### src/rtl/twos_to_signmag.sv
// twos_to_signmag: converts a 32-bit two's-complement operand into sign and
// 31-bit magnitude. Non-negative operands resolve in one cycle; negative
// operands are negated bit-serially (LSB first, copy through the first 1,
// then invert) over 32 BUSY cycles. Result is held until the consumer takes it.
module twos_to_signmag (
    input  logic        clk,
    input  logic        reset,
    input  logic        in_valid,
    output logic        in_ready,
    input  logic [31:0] in,
    output logic        out_valid,
    input  logic        out_ready,
    output logic        sign,
    output logic [30:0] magnitude,
    output logic        overflow,
    output logic        busy
);

    typedef enum logic [1:0] {
        IDLE = 2'd0,
        BUSY = 2'd1,
        DONE = 2'd2
    } state_t;

    state_t      r_state;
    state_t      w_state_next;

    logic [31:0] r_shift;     // operand bits still to be processed, LSB next
    logic [30:0] r_res;       // serial result bits produced so far, newest on top
    logic [4:0]  r_cnt;       // number of bits already processed
    logic        r_seen;      // a 1 has already been copied; invert from now on
    logic        r_sign;
    logic [30:0] r_mag;
    logic        r_ovf;

    logic        w_accept;
    logic        w_last;
    logic        w_res_bit;
    logic [31:0] w_res_full;

    assign w_accept   = in_valid && (r_state == IDLE);
    assign w_last     = (r_cnt == 5'd31);
    assign w_res_bit  = r_seen ? ~r_shift[0] : r_shift[0];
    // After the 32nd step this holds the whole negated operand, bit 0 at the bottom.
    assign w_res_full = {w_res_bit, r_res};

    assign in_ready   = (r_state == IDLE);
    assign out_valid  = (r_state == DONE);
    assign busy       = (r_state == BUSY);
    assign sign       = r_sign;
    assign magnitude  = r_mag;
    assign overflow   = r_ovf;

    // State register; reset aborts any operation in progress.
    always_ff @(posedge clk) begin
        if (reset) begin
            r_state <= IDLE;
        end else begin
            r_state <= w_state_next;
        end
    end

    // Next-state logic: accept only in IDLE, drain result only in DONE.
    always_comb begin
        w_state_next = r_state;
        case (r_state)
            IDLE: begin
                if (w_accept) begin
                    w_state_next = in[31] ? BUSY : DONE;
                end
            end
            BUSY: begin
                if (w_last) begin
                    w_state_next = DONE;
                end
            end
            DONE: begin
                if (out_ready) begin
                    w_state_next = IDLE;
                end
            end
            default: w_state_next = IDLE;
        endcase
    end

    // Datapath: latch operand on accept, run the serial negate while BUSY,
    // and leave outputs untouched while waiting in DONE.
    always_ff @(posedge clk) begin
        if (reset) begin
            r_shift <= '0;
            r_res   <= '0;
            r_cnt   <= '0;
            r_seen  <= 1'b0;
            r_sign  <= 1'b0;
            r_mag   <= '0;
            r_ovf   <= 1'b0;
        end else begin
            case (r_state)
                IDLE: begin
                    if (w_accept) begin
                        r_shift <= in;
                        r_sign  <= in[31];
                        r_cnt   <= '0;
                        r_seen  <= 1'b0;
                        r_res   <= '0;
                        r_ovf   <= 1'b0;
                        // Negative operands get their magnitude at the end of BUSY.
                        r_mag   <= in[31] ? 31'd0 : in[30:0];
                    end
                end
                BUSY: begin
                    r_shift <= {1'b0, r_shift[31:1]};
                    r_res   <= w_res_full[31:1];
                    r_seen  <= r_seen | r_shift[0];
                    // Hold at 31 on the final step so the counter never wraps.
                    r_cnt   <= w_last ? r_cnt : r_cnt + 5'd1;
                    if (w_last) begin
                        r_mag <= w_res_full[30:0];
                        r_ovf <= w_res_full[31];
                    end
                end
                default: begin
                end
            endcase
        end
    end

endmodule

### config.mk
export PLATFORM = sky130hd
export DESIGN_NAME = twos_to_signmag
export DESIGN_NICKNAME = d
export VERILOG_FILES = /design/src/rtl/twos_to_signmag.sv
export SDC_FILE = /design/constraint.sdc
export NUM_CORES = 1
export LEC_CHECK = 0
export CORE_AREA = 2 2 126 128
export DETAILED_ROUTE_END_ITERATION = 7
export DIE_AREA = 0 0 128 130
export SLEW_MARGIN = 10
export SYNTH_ARGS = -nofsm -noshare
export SYNTH_HDL_FRONTEND = slang
export SYNTH_SLANG_ARGS = --single-unit
### constraint.sdc
create_clock -name clk -period 2.4 [get_ports clk]
set_clock_uncertainty 0.15 [all_clocks]
set_input_delay 0.24 -clock clk [delete_from_list [all_inputs] [get_ports clk]]
set_output_delay 0.24 -clock clk [all_outputs]
set_load 0.1 [all_outputs]
==> results of run 1 <==
metrics by stage:
step           utilization  power (mW)  hold slack (ns)  setup slack, ns
6_report             0.372        4.29            0.267            0.274
5_1_grt              0.372        4.46            0.305            0.152
4_1_cts              0.372        4.33            0.257           0.0744
3_5_place_dp         0.351        2.75            0.303            0.288
3_3_place_gp         0.351        2.74            0.302            0.369
2_1_floorplan            -        2.49            0.231            0.120
critical path, delay by kind of cell, from the launching register on:
kind	cells	cell delay (ns)
buf+inv	3	0.69
flops	1	0.54
simple gates	1	0.16
cells in the final DEF, fill, tap and decap left out, types with 6 or more instances in the layout:
| cell type | synthesis | layout |
|---|---|---|
| a22oi_1 | 31 | 31 |
| clkdlybuf4s50_1 | 0 | 34 |
| dfxtp_1 | 104 | 103 |
| nand2_1 | 10 | 10 |
| inv_1 | 34 | 33 |
| a22o_1 | 27 | 27 |
| nor2b_1 | 30 | 30 |
| mux2i_1 | 31 | 31 |
| a221oi_1 | 29 | 29 |
| o21ai_0 | 6 | 6 |
| nor2_1 | 66 | 66 |
| o2bb2ai_1 | 30 | 30 |
| buf_4 | 1 | 50 |
| clkbuf_16 | 0 | 9 |
| a21oi_1 | 9 | 8 |
logic make-up (layout without fill, tap and decap cells):
| family | after synthesis | in the layout | synth area share |
|---|---|---|---|
| fa+ha+maj | 3 | 3 | 0.00827 |
| mux | 33 | 33 | 0.0733 |
| buf+inv | 80 | 139 | 0.0725 |
| flops | 104 | 104 | 0.459 |
| compound gates | 144 | 144 | 0.256 |
| simple gates | 124 | 124 | 0.131 |
flip-flops by register name (all words and copies together), names as in the netlist:
register and flops:
r_seen 1, r_shift 32, r_state 2, r_cnt 5, sign 1, r_res 31
overflow 1, magnitude 31
what timing repair did:
action,CTS,global route
endpoints found under the setup margin,0,1
resized for setup,0,1
endpoints found under the hold margin,0,0
per-layer routing:
| layer | wire length (um) | global-route usage | up-vias |
|---|---|---|---|
| met2 | 5540 | 0.243 | 76 |
| met5 | 0 | 0 | - |
| met4 | 219 | 0.0582 | 0 |
| li1 | - | - | 1865 |
| met3 | 421 | 0.0234 | 18 |
| met1 | 5530 | 0.187 | 1816 |
power breakdown:
part / switching [mW] / internal (mW) / total (mW)
sequential: 0.0423 / 1.82 / 1.86
combinational: 0.552 / 0.299 / 0.850
clock: 0.614 / 0.964 / 1.58
total: 1.21 / 3.08 / 4.29
how the worst max path moves through the flow:
stage               slack, ns                     to  depth (start not counted)
detailed placement       0.29  r_cnt[3]$_SDFFE_PP0P_                          6
finish                   0.27                   busy                          4
CTS                      0.07                   busy                          4
global route             0.15  r_cnt[3]$_SDFFE_PP0P_                          6
floorplan                0.12               in_ready                          3
global placement         0.37  r_cnt[3]$_SDFFE_PP0P_                          6
area by class of cell:
type                       instances  area [um^2]  area share
clock buffer                      12          256      0.0447
clock inverter                     3         65.1      0.0113
inverter                          34          131      0.0229
multi-input combinational        304         2140       0.374
sequential                       104         2080       0.363
tap                              192          240      0.0418
timing repair buffer              90          821       0.143
==> results.json, run 1 <==
{
  "max_freq_ghz": 0.470,
  "fin_crit_ns": 2.13,
  "syn_area_um2": 4540,
  "die_x_um": 128,
  "syn_inst": 488,
  "drive_gt1_frac": 0.146,
  "cp-startpoint": "r_state[0]$_SDFFE_PP0P_",
  "grt_max_degree": 53,
  "die_height_um": 130,
  "required_ns": 2.01,
  "yosysSeqAreaShare": 0.459,
  "finalHoldViolCount": 0,
  "stdcell_count": 739,
  "drcViolationCount": 0,
  "synthFlopType": "dfxtp_1",
  "reg2reg_depth": 6,
  "viasPerCell": 5.11,
  "min_path_cells": 2,
  "routabilityCongestion": 0.747,
  "leakagePower_nw": 2.36,
  "coreArea_um2": 15400,
  "async_flop_share": 0,
  "rows": 46,
  "ys_warn_count": 0,
  "critical_path_class": "register to output port",
  "max_cap_violations": 0,
  "postSynthAreaPerCell_um2": 9.30,
  "post_drt_wl_per_cell_um": 15.8,
  "cts_tree": "built",
  "hold_end": "r_res[21]$_SDFFE_PP0P_",
  "antenna_found_initial": 0,
  "insertion_delay_ns": 0.34,
  "cts.sinks": 104,
  "hold_start": "reset",
  "slew_headroom": 0.584,
  "ir_drop_uv": 341,
  "crit_path_start_kind": "register",
  "synth-seq-cells": 104,
  "layout.nets": 582,
  "yosys-top-cells-count": "dfxtp_1, nor2_1, inv_1",
  "critPathMaxStageDelay_ns": 0.54,
  "initial_core_util": 0.294,
  "grt_pass1_vias": 3788,
  "dp.cells": 724,
  "worst_r2r_endpoint": "r_cnt[3]$_SDFFE_PP0P_",
  "cts_setup_buffers": 0,
  "hold_path_class": "input port to register",
  "numCtsBuffers": 9,
  "fill_cells": 1545,
  "yosys.area.top_type": "dfxtp_1",
  "port_buffers": 71,
  "syn2layout_area_growth_pct": 26.5,
  "regToRegStartpoint": "r_cnt[0]$_SDFFE_PP0P_",
  "dpl_cell_area_um2": 5420,
  "dieArea_um2": 16600,
  "cp_slowest_cell": "dfxtp_2",
  "syn_nets": 527,
  "cp_max_fo": 25,
  "maxSlewViolCount": 0,
  "dpl.hpwl_um": 7900,
  "synth_cell_types": 37,
  "gr-total-overflow": 0,
  "crit_arrival_ns": 1.74,
  "pin_count": 72,
  "finalSetupViolCount": 0,
  "drt_iter0_markers": 187,
  "clk_pin_slew_worst_paths_ns": 0.07,
  "antenna_cells": 0,
  "root_buffer": "clkbuf_16",
  "yosysTopAreaCellShare": 0.459,
  "htreeDepth": 3,
  "yosysMostFrequentCell": "dfxtp_1",
  "regToRegSetupSlack_ns": 0.29,
  "cts_hold_buffers": 0,
  "powerDensity_nw_per_um2": 747,
  "tightest_slew_ns": 0.624,
  "status": "complete, no violations",
  "path_cells": "nand2b_2 -> clkinvlp_4 -> buf_12 -> buf_12",
  "fin_crit_sh": 0.886,
  "num_vias": 3775,
  "setup_tns_ns": 0,
  "synth_edf_count": 0,
  "grt_use_total": 0.145,
  "synthTopCellsByArea": "dfxtp_1, mux2i_1, o2bb2ai_1",
  "cp_common_cell": "buf_12",
  "drt_first_pass_iters": 4,
  "cts_buffer_depth": 2,
  "ant_nets": 0,
  "grt_pass1_wl_um": 19300,
  "crit_path_end_kind": "output port",
  "routed_wl_um": 11700,
  "final_cell_area_um2": 5740,
  "rsz0062_at_grt": "no"
}
No activity file was read; power rests on OpenSTA's default activity.
==> run 2: changes to the inputs <==
--- a/config.mk
+++ b/config.mk
@@ -12,3 +12,4 @@
 export SYNTH_ARGS = -nofsm -noshare
 export SYNTH_HDL_FRONTEND = slang
 export SYNTH_SLANG_ARGS = --single-unit
+export TNS_END_PERCENT = 30
==> results of run 2 <==
Same layout as run 1: the final DEF is identical, and so are final timing and power.
